`config.mk`:
```
export PLATFORM = sky130hd
export DESIGN_NAME = seq_fsm_pattern2_gen
export DESIGN_NICKNAME = d
export VERILOG_FILES = /design/src/rtl/seq_pattern_pkg.sv /design/src/rtl/seq_pattern_down_cnt.sv /design/src/rtl/seq_fsm_pattern2_gen.sv
export SDC_FILE = /design/constraint.sdc
export NUM_CORES = 1
export LEC_CHECK = 0
export BUFFER_PORTS_ARGS = -buffer_cell sky130_fd_sc_hd__buf_4
export CAP_MARGIN = 5
export CORE_MARGIN = 2
export CORE_UTILIZATION = 36
export DETAILED_ROUTE_END_ITERATION = 12
export HOLD_SLACK_MARGIN = 0.05
export SLEW_MARGIN = 20
export SYNTH_ARGS = -nofsm -noshare
export SYNTH_HDL_FRONTEND = slang
export SYNTH_SLANG_ARGS = --single-unit
```
`constraint.sdc`:
```
create_clock -name clk -period 2.9 [get_ports clk]
set_input_delay 0.145 -clock clk [delete_from_list [all_inputs] [get_ports clk]]
set_output_delay 0.145 -clock clk [all_outputs]
set_load 0.05 [all_outputs]
```
`src/rtl/seq_pattern_pkg.sv`:
```
// -----------------------------------------------------------------------------
// seq_pattern_pkg
// Shared definitions for the serial "run of ones, then a zero" pattern
// generator:
//   state_e          - generator FSM states (2-bit encoding)
//   MIN_ONES_DEFAULT - default minimum burst length
//   clamp_ones()     - raises a requested burst length to the minimum
// -----------------------------------------------------------------------------
package seq_pattern_pkg;

    // ST_ prefix keeps the state names clear of the GAP parameter in the top.
    typedef enum logic [1:0] {
        ST_IDLE = 2'd0,
        ST_ONES = 2'd1,
        ST_TERM = 2'd2,
        ST_GAP  = 2'd3
    } state_e;

    localparam int unsigned MIN_ONES_DEFAULT = 3;

    // Burst length actually produced for a request.
    function automatic int unsigned clamp_ones(input int unsigned req,
                                               input int unsigned min_ones);
        return (req < min_ones) ? min_ones : req;
    endfunction

endpackage

```
`src/rtl/seq_pattern_down_cnt.sv`:
```
// -----------------------------------------------------------------------------
// seq_pattern_down_cnt
// Loadable down-counter that saturates at zero.
// Ports:
//   clk        - clock, rising edge
//   rst_n      - asynchronous active-low reset, clears the count
//   load_i     - load load_val_i this cycle (has priority over dec_i)
//   load_val_i - value to load
//   dec_i      - decrement by one when the count is non-zero
//   zero_o     - count is zero
// -----------------------------------------------------------------------------
module seq_pattern_down_cnt #(
    parameter int unsigned W = 4
) (
    input  logic         clk,
    input  logic         rst_n,
    input  logic         load_i,
    input  logic [W-1:0] load_val_i,
    input  logic         dec_i,
    output logic         zero_o
);

    logic [W-1:0] cnt_q;

    // NOTE: registers are written with <= so every flop samples pre-edge values.
    always_ff @(posedge clk or negedge rst_n) begin
        if (!rst_n) begin
            cnt_q <= '0;
        end else if (load_i) begin
            cnt_q <= load_val_i;
        end else if (dec_i && (cnt_q != '0)) begin
            cnt_q <= cnt_q - 1'b1;
        end
    end

    assign zero_o = (cnt_q == '0);

endmodule

```
`src/rtl/seq_fsm_pattern2_gen.sv`:
```
// -----------------------------------------------------------------------------
// seq_fsm_pattern2_gen
// Serial pattern generator: per accepted request, n ones, one terminating
// zero, then GAP idle zeros. n = max(req_ones, MIN_ONES).
// Ports:
//   clk      - clock, rising edge
//   reset    - asynchronous active-low reset
//   req_val  - request valid
//   req_rdy  - request ready (IDLE and out of reset)
//   req_ones - requested number of ones (CNT_W bits)
//   out      - serial pattern bit (1 only while in ONES)
//   busy     - generator is not IDLE
//   done     - one-cycle pulse with the terminating zero
// -----------------------------------------------------------------------------
module seq_fsm_pattern2_gen
    import seq_pattern_pkg::*;
#(
    parameter int unsigned CNT_W    = 4,
    parameter int unsigned MIN_ONES = MIN_ONES_DEFAULT,
    parameter int unsigned GAP      = 1
) (
    input  logic             clk,
    input  logic             reset,
    input  logic             req_val,
    output logic             req_rdy,
    input  logic [CNT_W-1:0] req_ones,
    output logic             out,
    output logic             busy,
    output logic             done
);

    // A zero-width counter is illegal, so GAP=0 still gets a (unused) 1-bit one.
    localparam int unsigned GAP_W = (GAP > 0) ? $clog2(GAP + 1) : 1;

    state_e             state_q;
    logic               xfer;
    logic [CNT_W-1:0]   ones_load_val;
    logic               ones_zero;
    logic               gap_load;
    logic [GAP_W-1:0]   gap_load_val;
    logic               gap_zero;

    assign xfer = req_val && req_rdy;

    // Counter holds "ones still to send after this one", hence n-1.
    assign ones_load_val = CNT_W'(clamp_ones(32'(req_ones), MIN_ONES) - 32'd1);

    seq_pattern_down_cnt #(.W(CNT_W)) u_ones_cnt (
        .clk        (clk),
        .rst_n      (reset),
        .load_i     (xfer),
        .load_val_i (ones_load_val),
        .dec_i      (state_q == ST_ONES),
        .zero_o     (ones_zero)
    );

    assign gap_load     = (state_q == ST_TERM) && (GAP != 0);
    assign gap_load_val = GAP_W'(GAP - 1);

    seq_pattern_down_cnt #(.W(GAP_W)) u_gap_cnt (
        .clk        (clk),
        .rst_n      (reset),
        .load_i     (gap_load),
        .load_val_i (gap_load_val),
        .dec_i      (state_q == ST_GAP),
        .zero_o     (gap_zero)
    );

    always_ff @(posedge clk or negedge reset) begin
        if (!reset) begin
            state_q <= ST_IDLE;
        end else begin
            case (state_q)
                ST_IDLE: if (xfer) state_q <= ST_ONES;
                ST_ONES: if (ones_zero) state_q <= ST_TERM;
                ST_TERM: state_q <= (GAP == 0) ? ST_IDLE : ST_GAP;
                ST_GAP:  if (gap_zero) state_q <= ST_IDLE;
                default: state_q <= ST_IDLE;
            endcase
        end
    end

    // Moore decode of the state register. State is already forced to IDLE
    // during reset; req_rdy additionally masks with reset so no transfer can
    // be offered while reset is held.
    assign out     = (state_q == ST_ONES);
    assign done    = (state_q == ST_TERM);
    assign busy    = (state_q != ST_IDLE);
    assign req_rdy = (state_q == ST_IDLE) && reset;

endmodule
```
# Word-level counts from Yosys, hierarchy flattened
# Cells that the tools add are included.
[totals]
regBits = 7
in_bits = 7
word_cells = 33
[classes]
add_sub_neg = 3
magnitude_cmp = 1
n_eq_ne = 6
n_mux = 9
reduce_logical = 11
[op_table]
columns = ["cell", "count"]
rows = [
  ["two-way mux 4 bit", 3],
  ["case mux 2 bit (4 select lines)", 1],
  ["subtractor 4 x 1 -> 4 bit, second input constant", 2],
  ["two-way mux 2 bit", 3],
  ["nonzero test 2 bit", 3],
  ["== test 2 bit, second input constant", 2],
  ["logical AND 1 bit", 4],
  ["zero test 4 bit", 1],
  ["less-than comparator 4 x 2 -> 1 bit, second input constant", 1],
  ["!= test 2 bit, second input constant", 2],
  ["nonzero test 4 bit", 1],
  ["AND reduction 3 bit", 1],
  ["== test 2 x 1 -> 1 bit, second input constant", 1],
  ["zero test 2 bit", 1],
  ["two-way mux 1 bit", 2],
  ["!= test 2 x 1 -> 1 bit, second input constant", 1],
  ["subtractor 1 bit, second input constant", 1],
]

# Logic depth before layout (Yosys ltp)
[depth]
word_depth = 5
ltp_mapped = 10
mapped_depth_nobuf = 9

# Hierarchy
# A second synthesis with hierarchy kept.
[unflattened]
cells_unflattened = 58
hier_area_um2 = 546.8
[by_module_without_submodules]
columns = ["mod", "n_inst", "cells_each", "area_each_um2", "seq_area_each_um2"]
rows = [
  ["seq_pattern_down_cnt at u_ones_cnt", 1, 27, 270.3, 100.1],
  ["seq_fsm_pattern2_gen", 1, 27, 231.5, 50.0],
  ["seq_pattern_down_cnt at u_gap_cnt", 1, 4, 45.0, 25.0],
]

# Worst setup path before layout
# Ideal clock, no wire load.
[synth_path]
path_type = "reg-to-reg"
startpoint = "register state_q[0]"
endpoint = "register u_ones_cnt.cnt_q[2]"
setup_ns = 0.087
arrival_time_ns = 1.934
t_required_ns = 2.813
setup_slack_ns = 0.879
path_stages_with_launch = 11
path_buffers = 1
path_cell_list = "dfrtp_1 > inv_1 > ha_1 > and3_1 > clkbuf_1 > o21ai_0 > a21boi_0 > ha_1 > nand2_1 > or3_1 > a22oi_1"
[synth_between]
elab_chain_len = 4
[synth_rtl]
columns = ["element", "line", "source"]
rows = [
  ["from (decl)", "seq_fsm_pattern2_gen.sv:35", "state_e state_q;"],
  ["from (signal assigned)", "seq_fsm_pattern2_gen.sv:76", "ST_TERM: state_q <= (GAP == 0) ? ST_IDLE : ST_GAP;"],
  ["zero test 2 bit", "seq_fsm_pattern2_gen.sv:89", "assign req_rdy = (state_q == ST_IDLE) && reset;"],
  ["logical AND 1 bit", "seq_fsm_pattern2_gen.sv:89", ""],
  ["logical AND 1 bit", "seq_fsm_pattern2_gen.sv:43", "assign xfer = req_val && req_rdy;"],
  ["two-way mux 4 bit / nonzero test 2 bit (equally long branches)", "--", ""],
  ["to (signal assigned)", "seq_pattern_down_cnt.sv:30", "cnt_q <= load_val_i;"],
  ["to (signal assigned)", "seq_pattern_down_cnt.sv:32", "cnt_q <= cnt_q - 1'b1;"],
  ["to (decl)", "seq_pattern_down_cnt.sv:23", "logic [W-1:0] cnt_q;"],
]
# Several ways; a longest one is shown, not always the timed one.
# A chain may end at the register's enable or synchronous reset.

# Worst setup path in the final report
[layout_path]
startpoint = "register state_q[1]"
endpoint = "register u_ones_cnt.cnt_q[2]"
# The elaborated chain is that of the path after synthesis.

==> qor.yml <==
yosys:
  ys_seq_area_share_pct: 35.1
  synth.distinct_cells: 25
  yosysTopAreaCell: "dfrtp_1"
  ys_warn_count: 0
  synth_area_leaders: "dfrtp_1, ha_1, o41ai_4"
  syn_area_sq_um: 499
  synth_top_cell_area_share_pct: 35.1
  avgSynthCellArea_sq_um: 10.6
  syn_nets: 60
  ys_seq_elements: 7
  synth_cells: 47
global_routing:
  grt_usage_pct: 14.5
  overflow: 0
  grt_pass1_wl_mm: 1.51
  grt_pass1_vias: 356
  antenna_found_initial: 0
  grt_max_degree: 12
layout:
  fin_nets: 75
  multi_input_area_sq_um: 305
  final_common_cell: "buf_4"
  seq_area_sq_um: 175
  syn2layout_area_growth_pct: 25.3
  mostFrequentLayoutCells: "buf_4, dfrtp_1, ha_1"
  antenna_cells: 0
  nFillCells: 128
  utilization_pct: 48.1
  drive_above_1_share_pct: 26.2
drt:
  via_per_inst: 4.87
  wirelength_um: 858
  dr.pass1.iters: 4
  ant_nets: 0
  vias: 370
  initialDrtViolationCount: 5
  wl_per_cell_um: 11.3
  drc_errors: 0
power_and_ir_drop:
  seq_power_share_pct: 27.7
  clkPwrFrac_pct: 12.2
  leakage_nw: 0.287
  p_total_mw: 0.719
  powerDensity_nw_per_um2: 1150
  power_frac_comb_pct: 60.0
  ir_drop_v: 0.000552
  p_int_mw: 0.385
  switching_share_pct: 46.4
  power_switching_mw: 0.334
clocking:
  cts.path.max_buffers: 2
  cts-root-buf: "clkbuf_4"
  post_cts_buffers: 0
  cts.sinks: 7
  clk_latency_ps: 250
  cts_max_level: 1
  numCtsBuffers: 3
  cts-resized-gates: 0
  cts-hold-fix-buffers: 1
  cts_tree: "yes"
  clk_pin_slew_ps: 50
critical_path:
  end_kind: "register"
  crit_required_ps: 3070
  cp-start-kind: "register"
  worstSetupPathType: "register to register"
  max_stage_delay_ps: 410
  crit_chain: "inv_1, ha_1, nand3_1, or3_1, o21ai_0, ha_1, nand2_1, or3_1, a22oi_1"
  cp_max_fo: 4
  critical_path_buf_inv_count: 1
  slowest_stage: "dfrtp_1"
  regToRegSetupSlack_ps: 760
  critPathTopFamily: "simple AND/OR/NAND/NOR gates"
  crit_arrival_ps: 2310
floorplan:
  dieArea_sq_um: 1700
  fp.dieH_um: 41.2
  start_util_pct: 38.4
  die_w_um: 41.2
  pin_count: 11
  coreArea_sq_um: 1300
  num_rows: 13
timing:
  setup_tns_ps: 0
  relSlewSlack_pct: 75.1
  max_clock_freq_mhz: 467
  fin_crit_sh_pct: 73.9
  hold_viol_final: 0
  finalSetupViolCount: 0
  maxSlewViolCount: 0
  rsz0062_at_grt: "false"
  min_period_ps: 2140
  skew_ps: 7.84
  worstMarginPinSlew_ps: 372
place:
  hpwlAfterDp_um: 670
  gp_congestion: 0.704
  io_buffers: 10
flow_run:
  max-cap-violations: 0
outcome:
  status: "finished clean"
hold_path:
  hold_class: "input pin to register"
-- logic make-up (layout without fill, tap and decap cells) --
kind of cell / Yosys count / in the layout / synth area share (%)
flip-flops: 7 / 7 / 35.1
XOR/XNOR: 1 / 1 / 1.75
AND/OR/NAND/NOR: 12 / 12 / 12.8
adder cells (fa/ha/maj): 6 / 6 / 15.0
buffers and inverters: 5 / 19 / 3.76
multiplexers: 3 / 3 / 7.02
AO/OA/AOI/OAI: 13 / 13 / 24.6
-- power groups by stage --
stage / logic, mW / clock network (mW) / registers (mW)
2_1_floorplan: 0.354 / 0 / 0.189
3_3_place_gp: 0.436 / 0 / 0.202
3_5_place_dp: 0.436 / 0 / 0.201
4_1_cts: 0.437 / 0.0933 / 0.200
5_1_grt: 0.474 / 0.104 / 0.205
6_report: 0.432 / 0.0880 / 0.199
-- synth_stat cells --
| master | count |
|---|---|
| inv_1 | 4 |
| o21ai_0 | 3 |
| nor2_1 | 2 |
| xnor2_1 | 1 |
| o21a_1 | 1 |
| a21boi_0 | 1 |
| and2_1 | 2 |
| mux2i_1 | 2 |
| nor3b_1 | 1 |
| nand2_1 | 2 |
| o41ai_1 | 1 |
| o41ai_4 | 1 |
| and3_1 | 1 |
| nand3_1 | 1 |
| ha_1 | 6 |
| nor3_1 | 1 |
| or3_1 | 2 |
| clkbuf_1 | 1 |
| dfrtp_1 | 7 |
| a31o_1 | 1 |
| a21oi_1 | 2 |
| o211ai_4 | 1 |
| mux2_4 | 1 |
| o311ai_0 | 1 |
| a22oi_1 | 1 |
-- worst min-delay path: cells and delay by family --
kind	cells	cell delay, ps
XOR/XNOR	1	110
buffers and inverters	1	90
AO/OA/AOI/OAI	1	60
-- registers in the layout, indices dropped and copies added, names as in the netlist --
name              count
state_q               2
u_ones_cnt.cnt_q      4
u_gap_cnt.cnt_q       1
-- per-stage QoR --
| stage | cell area, sq um | std cells | hold WS [ps] | setup WS [ps] |
|---|---|---|---|---|
| 6_report | 626 | 76 | 197 | 757 |
| 5_1_grt | 626 | 76 | 226 | 515 |
| 4_1_cts | 626 | 76 | 188 | 735 |
| 3_5_place_dp | 589 | 71 | -24.7 | 750 |
| 3_3_place_gp | 589 | 71 | -24.5 | 749 |
| 2_1_floorplan | 499 | 47 | -151 | 879 |
-- final cells by class --
| class | count | area share [%] |
|---|---|---|
| Timing Repair Buffer | 11 | 13.6 |
| Multi-Input combinational cell | 35 | 48.8 |
| Clock buffer | 4 | 4.20 |
| Inverter | 4 | 2.40 |
| Sequential cell | 7 | 28.0 |
| Tap cell | 15 | 3.00 |
-- metal layers --
metal | share of wire [%] | up-vias | global-route usage [%]
met5 | 0 | - | 0
met4 | 0 | 0 | 4.84
met3 | 6.6 | 0 | 9.78
met2 | 41 | 11 | 17.6
met1 | 52 | 161 | 19.8
li1 | - | 198 | -
-- path summary, 6_finish.rpt --
check                           startpoint             endpoint  cells past startpoint
setup reg to reg                state_q[1]  u_ones_cnt.cnt_q[2]                      9
max in group asynchronous            reset  u_ones_cnt.cnt_q[0]                      2
hold / removal                 req_ones[2]  u_ones_cnt.cnt_q[2]                      3
setup / recovery                state_q[1]  u_ones_cnt.cnt_q[2]                      9
hold reg to reg            u_gap_cnt.cnt_q      u_gap_cnt.cnt_q                      1
min in group asynchronous            reset  u_ones_cnt.cnt_q[2]                      2
Power figures use the tool's default switching activity.
